==> config.mk <==
export PLATFORM = sky130hd
export DESIGN_NAME = ub_stream_reader
export DESIGN_NICKNAME = d
export VERILOG_FILES = /design/src/rtl/ub_stream_reader.sv
export SDC_FILE = /design/constraint.sdc
export NUM_CORES = 1
export LEC_CHECK = 0
export CORE_MARGIN = 10
export CORE_UTILIZATION = 42
export DETAILED_ROUTE_END_ITERATION = 10
export PLACE_DENSITY_LB_ADDON = 0.12
export SLEW_MARGIN = 20
export SYNTH_ARGS = -nofsm -noshare
export SYNTH_HDL_FRONTEND = slang
export SYNTH_SLANG_ARGS = --single-unit
==> constraint.sdc <==
create_clock -name clk -period 4 [get_ports clk]
set_clock_uncertainty 0.05 [all_clocks]
set_input_delay 1 -clock clk [delete_from_list [all_inputs] [get_ports clk]]
set_output_delay 1 -clock clk [all_outputs]
set_load 0.005 [all_outputs]
==> src/rtl/ub_stream_reader.sv <==
// rtl/ub_stream_reader.sv - unified buffer port-0 row reader with credit-limited issue and output FIFO
module ub_stream_reader #(
    parameter int MATRIX_WIDTH = 14,
    parameter int TILE_WIDTH   = 4096,
    parameter int READ_LATENCY = 3,
    parameter int FIFO_DEPTH   = 4,
    parameter int CNT_WIDTH    = 13,
    parameter int ADDR_WIDTH   = $clog2(TILE_WIDTH)
) (
    input  logic                         clk,
    input  logic                         rst_n,
    input  logic                         cmd_valid,
    output logic                         cmd_ready,
    input  logic [ADDR_WIDTH-1:0]        start_address,
    input  logic [CNT_WIDTH-1:0]         row_count,
    output logic                         ub_enable,
    output logic                         ub_en0,
    output logic [ADDR_WIDTH-1:0]        ub_address0,
    input  logic [MATRIX_WIDTH-1:0][7:0] ub_read_port0,
    output logic                         out_valid,
    input  logic                         out_ready,
    output logic [MATRIX_WIDTH-1:0][7:0] out_data,
    output logic                         out_last,
    output logic                         busy,
    output logic                         done
);

    localparam int PTR_W = $clog2(FIFO_DEPTH);
    localparam int CW    = $clog2(FIFO_DEPTH + 1);
    localparam int IF_W  = $clog2(READ_LATENCY + 1);
    localparam int SW    = CW + IF_W;

    typedef enum logic [1:0] {
        ST_IDLE,
        ST_ISSUE,
        ST_DRAIN
    } state_t;

    state_t                  state_q, state_d;
    logic [ADDR_WIDTH-1:0]   addr_q, addr_d;
    logic [ADDR_WIDTH-1:0]   hold_addr_q, hold_addr_d;
    logic [CNT_WIDTH-1:0]    remaining_q, remaining_d;
    logic                    done_zero_q, done_zero_d;
    logic                    ub_enable_q;
    logic [READ_LATENCY-1:0] pipe_q, pipe_d;
    logic [READ_LATENCY-1:0] pipe_last_q, pipe_last_d;

    logic [FIFO_DEPTH-1:0][MATRIX_WIDTH-1:0][7:0] mem_q, mem_d;
    logic [FIFO_DEPTH-1:0]   last_mem_q, last_mem_d;
    logic [PTR_W-1:0]        wr_ptr_q, wr_ptr_d;
    logic [PTR_W-1:0]        rd_ptr_q, rd_ptr_d;
    logic [CW-1:0]           fifo_count_q, fifo_count_d;

    logic [IF_W-1:0]         inflight;
    logic                    pop;
    logic                    push;
    logic                    credit_ok;
    logic                    issue;
    logic                    drain_done;
    logic [CNT_WIDTH-1:0]    cnt_clamped;

    // Count reads still travelling through the buffer's latency pipe
    always_comb begin
        inflight = '0;
        for (int i = 0; i < READ_LATENCY; i++) begin
            inflight = inflight + IF_W'(pipe_q[i]);
        end
    end

    // Issue only when the row is guaranteed a FIFO slot on arrival
    always_comb begin
        pop        = (fifo_count_q != '0) && out_ready;
        push       = pipe_q[READ_LATENCY-1];
        credit_ok  = (SW'(fifo_count_q) + SW'(inflight) - SW'(pop)) < SW'(FIFO_DEPTH);
        issue      = (state_q == ST_ISSUE) && credit_ok;
        drain_done = (state_q == ST_DRAIN) && (inflight == '0) && (fifo_count_q == '0);
    end

    // Command FSM: latch command, walk addresses, wait for the pipe and FIFO to empty
    always_comb begin
        state_d     = state_q;
        addr_d      = addr_q;
        hold_addr_d = hold_addr_q;
        remaining_d = remaining_q;
        done_zero_d = 1'b0;
        cnt_clamped = (row_count > CNT_WIDTH'(TILE_WIDTH)) ? CNT_WIDTH'(TILE_WIDTH) : row_count;
        case (state_q)
            ST_IDLE: begin
                if (cmd_valid) begin
                    addr_d      = start_address;
                    remaining_d = cnt_clamped;
                    if (cnt_clamped == '0) begin
                        done_zero_d = 1'b1;
                    end else begin
                        state_d = ST_ISSUE;
                    end
                end
            end
            ST_ISSUE: begin
                if (issue) begin
                    hold_addr_d = addr_q;
                    addr_d      = (addr_q == ADDR_WIDTH'(TILE_WIDTH - 1)) ? '0 : addr_q + ADDR_WIDTH'(1);
                    remaining_d = remaining_q - CNT_WIDTH'(1);
                    if (remaining_q == CNT_WIDTH'(1)) begin
                        state_d = ST_DRAIN;
                    end
                end
            end
            ST_DRAIN: begin
                if (drain_done) begin
                    state_d = ST_IDLE;
                end
            end
            default: state_d = ST_IDLE;
        endcase
    end

    // Shift issue bits and last flags through a model of the buffer latency
    always_comb begin
        pipe_d         = '0;
        pipe_last_d    = '0;
        pipe_d[0]      = issue;
        pipe_last_d[0] = issue && (remaining_q == CNT_WIDTH'(1));
        for (int i = 1; i < READ_LATENCY; i++) begin
            pipe_d[i]      = pipe_q[i-1];
            pipe_last_d[i] = pipe_last_q[i-1];
        end
    end

    // Output FIFO: capture returning rows, present the head to the consumer
    always_comb begin
        mem_d        = mem_q;
        last_mem_d   = last_mem_q;
        wr_ptr_d     = wr_ptr_q;
        rd_ptr_d     = rd_ptr_q;
        fifo_count_d = fifo_count_q;
        if (push) begin
            mem_d[wr_ptr_q]      = ub_read_port0;
            last_mem_d[wr_ptr_q] = pipe_last_q[READ_LATENCY-1];
            wr_ptr_d = (wr_ptr_q == PTR_W'(FIFO_DEPTH - 1)) ? '0 : wr_ptr_q + PTR_W'(1);
        end
        if (pop) begin
            rd_ptr_d = (rd_ptr_q == PTR_W'(FIFO_DEPTH - 1)) ? '0 : rd_ptr_q + PTR_W'(1);
        end
        case ({push, pop})
            2'b10:   fifo_count_d = fifo_count_q + CW'(1);
            2'b01:   fifo_count_d = fifo_count_q - CW'(1);
            default: fifo_count_d = fifo_count_q;
        endcase
    end

    // State registers; reset discards any reads still in flight
    always_ff @(posedge clk or negedge rst_n) begin
        if (!rst_n) begin
            state_q      <= ST_IDLE;
            addr_q       <= '0;
            hold_addr_q  <= '0;
            remaining_q  <= '0;
            done_zero_q  <= 1'b0;
            ub_enable_q  <= 1'b0;
            pipe_q       <= '0;
            pipe_last_q  <= '0;
            mem_q        <= '0;
            last_mem_q   <= '0;
            wr_ptr_q     <= '0;
            rd_ptr_q     <= '0;
            fifo_count_q <= '0;
        end else begin
            state_q      <= state_d;
            addr_q       <= addr_d;
            hold_addr_q  <= hold_addr_d;
            remaining_q  <= remaining_d;
            done_zero_q  <= done_zero_d;
            ub_enable_q  <= 1'b1;
            pipe_q       <= pipe_d;
            pipe_last_q  <= pipe_last_d;
            mem_q        <= mem_d;
            last_mem_q   <= last_mem_d;
            wr_ptr_q     <= wr_ptr_d;
            rd_ptr_q     <= rd_ptr_d;
            fifo_count_q <= fifo_count_d;
        end
    end

    assign cmd_ready   = (state_q == ST_IDLE);
    assign ub_enable   = ub_enable_q;
    assign ub_en0      = issue;
    assign ub_address0 = issue ? addr_q : hold_addr_q;
    assign out_valid   = (fifo_count_q != '0);
    assign out_data    = mem_q[rd_ptr_q];
    assign out_last    = out_valid && last_mem_q[rd_ptr_q];
    assign busy        = (state_q == ST_ISSUE) || (state_q == ST_DRAIN);
    assign done        = done_zero_q || drain_done;

endmodule
==> run summary <==
Mapped Area -> 22600 um2
worst vdd ir -> 550 uV
CTS tree -> yes
Pleak -> 11.8 nW
GR Overflow Total -> 0
layout cells sized above 1 -> 43.5%
Crit Path Max Fanout -> 5
Synth Flop Type -> dfrtp_1
HPWL Detailed -> 34900 um
Die ar. -> 63500 um2
number of flops mapped to enable cells by yosys -> 0
worst-path cell chain -> fa_2 -> inv_2 -> ha_4 -> inv_2 -> ha_4 -> or4_4 -> a21o_4 -> nor2_8 -> buf_12 -> buf_12 -> mux2_4 -> buf_6
# rows -> 84
pwr dens -> 885 nW/um2
CP Data Required Time -> 2950 ps
worst skew pair latency -> 600 ps
CTS Hold Bufs -> 0
ranking of synthesized cells by area -> dfrtp_1 (56%), mux2_2 (23%), mux4_2 (11%), ha_1 (1.0%), clkbuf_1 (0.96%)
Layout Nets -> 1901
Yosys reg bits -> 506
buffers and inverters on the worst path -> 5
Post-Route WL -> 54600 um
routed vias -> 13369
fill cell count -> 4365
hold_ws -> 302 ps
Tcrit/Tclk final -> 111%
Max Slew Vio Count -> 0
commonest non-fill, non-tap cell in the layout -> dfrtp_1
Tot GR Track Use -> 17.4%
Worst path top cell family by delay -> adder cells
Detailed Routing Iterations Pass 1 -> 4
Port Buf Inserts -> 271
Worst Hold Class -> reg2reg
CP max stage cell -> or4_4
vias per cell -> 5.41
Final Hold Fails -> 0
H-tree levels -> 2
register clock-pin slew on the reported worst setup and hold paths -> 60 ps
Die X -> 252 um
first-pass GRT wire length -> 87600 um
maxcap violations -> 0
clk root buf -> clkbuf_16
I/O pins -> 272
Post-DRT Antenna Nets -> 0
Pwr Total -> 25.2 mW
Avg Cell Area, Syn -> 15.7 um2
area of the multi-input gates -> 9600 um2
total CTS buffers -> 54
die height -> 252 um
Seq/Total Area, Yosys -> 56.0%
status -> finished with violations
commonest non-fill, non-tap cells in the layout -> dfrtp_1 (504), mux2_2 (460), clkdlybuf4s50_1 (256)
Yosys top cell by area -> dfrtp_1
CP Class -> reg2out
Synth top area share -> 56.0%
Initial Util -> 42.7%
failing checks -> setup timing
endpoints failing setup -> 13
Reg area -> 12700 um2
setup ws final -> -429 ps
initial antenna violation count -> 7
clock sink count -> 506
area delta synth->final -> 26.2%
Placeable Area -> 52900 um2
global placement routability congestion -> 0.773
DRC violations left -> 0
CP startpoint kind -> register
delay of the slowest critical-path stage -> 530 ps
Setup crit end kind -> output pin
cells after synthesis -> 1437
Final min period -> 4430 ps
worst rel slew slack -> 35.1%
YS warnings -> 0
library cells used by synthesis -> 63
Fmax -> 0.226 GHz
Critical Path AT -> 3380 ps
vias in the first global route -> 15036
Syn Nets -> 1598
RSZ-0062 raised after global routing -> true
Avg WL per Cell -> 22.1 um
worst slew pin tran -> 966 ps
deepest clock path buffer count -> 3
Post-synth ARST share -> 100%
largest net degree at the start of global routing -> 92
DRT iter0 DRCs -> 646
cell families after synthesis:
logic type               Yosys count  synth area share, %
AO/OA/AOI/OAI                     84                 2.42
XOR/XNOR                           3                0.116
adder cells (fa/ha/maj)           20                 1.17
buffers and inverters            111                 2.01
flip-flops                       506                 56.0
multiplexers                     599                 35.4
other                              1               0.0166
AND/OR/NAND/NOR                  113                 2.78
cells in the mapped netlist, drive strengths merged, types with 2 or more instances:
cell    instances
a211oi          2
a21o            5
a21oi          19
a22o            2
a22oi           5
a31oi           5
a32oi           2
and2            2
and3            4
buf            32
clkbuf         58
dfrtp         506
fa              2
ha             18
inv            20
mux2          479
mux2i           7
mux4          113
nand2          28
nand2b          3
nand3           7
nand3b          2
nand4           4
nand4b          3
nor2           27
nor2b           3
nor3           10
nor4           10
nor4b           2
o21ai          27
o22ai           8
or3             4
xnor2           2
what timing repair did:
item                       in CTS  in global routing
setup endpoints to repair      13                 16
buffers inserted                7                  5
gates cloned                    2                  0
gates resized for setup        90                  3
pin swaps                       7                  3
registers in the layout, summed over array words and instances, names as in the netlist, 3 cells and up:
register,count
fifo_count_q,3
pipe_last_q,3
mem_q,448
last_mem_q,4
hold_addr_q,12
pipe_q,3
remaining_q,13
addr_q,12
power breakdown:
group / switching, mW / leakage [nW] / internal [mW]
Clock: 2.03 / 0.867 / 2.93
Sequential: 1.39 / 5.95 / 7.70
Combinational: 4.10 / 4.99 / 7.08
area by class of cell:
cell class	count	area share, %
Clock buffer	84	5.59
Sequential cell	506	44.4
Inverter	21	0.277
Clock inverter	13	0.579
Tap cell	688	3.02
Timing Repair Buffer	337	12.4
Antenna cell	2	0.0176
Multi-Input combinational cell	820	33.7
path summary, 6_finish.rpt:
check                                from              to  slack (ps)  cells after the start
setup / recovery                pipe_q[2]  ub_address0[7]        -430                     12
hold / removal             pipe_last_q[1]  pipe_last_q[2]         300                      0
setup reg to reg                pipe_q[2]       addr_q[2]         840                     14
hold reg to reg            pipe_last_q[1]  pipe_last_q[2]         300                      0
max in group asynchronous           rst_n      mem_q[156]        2600                      2
min in group asynchronous           rst_n      mem_q[100]         330                      1
metrics by stage:
step | area (um2) | cells | TNS, ps | utilization (%) | setup slack [ps]
6_report | 28500 | 2471 | -4700 | 53.9 | -429
5_1_grt | 28500 | 2471 | -5930 | 53.9 | -518
4_1_cts | 28500 | 2465 | -6300 | 53.8 | -512
3_5_place_dp | 26500 | 2359 | -9770 | 50.1 | -792
3_3_place_gp | 26500 | 2359 | -9840 | 50.1 | -779
2_1_floorplan | 22600 | 1437 | 0 | - | 82.5
layer usage:
layer  track usage (%)  vias to the layer above  wire length (um)
li1                  -                     5993                 -
met5                 0                        -                41
met4              4.85                        8              1210
met1              22.2                     7056             23900
met3              4.93                       82              3110
met2              28.6                      230             26400
Power figures use the tool's default switching activity.
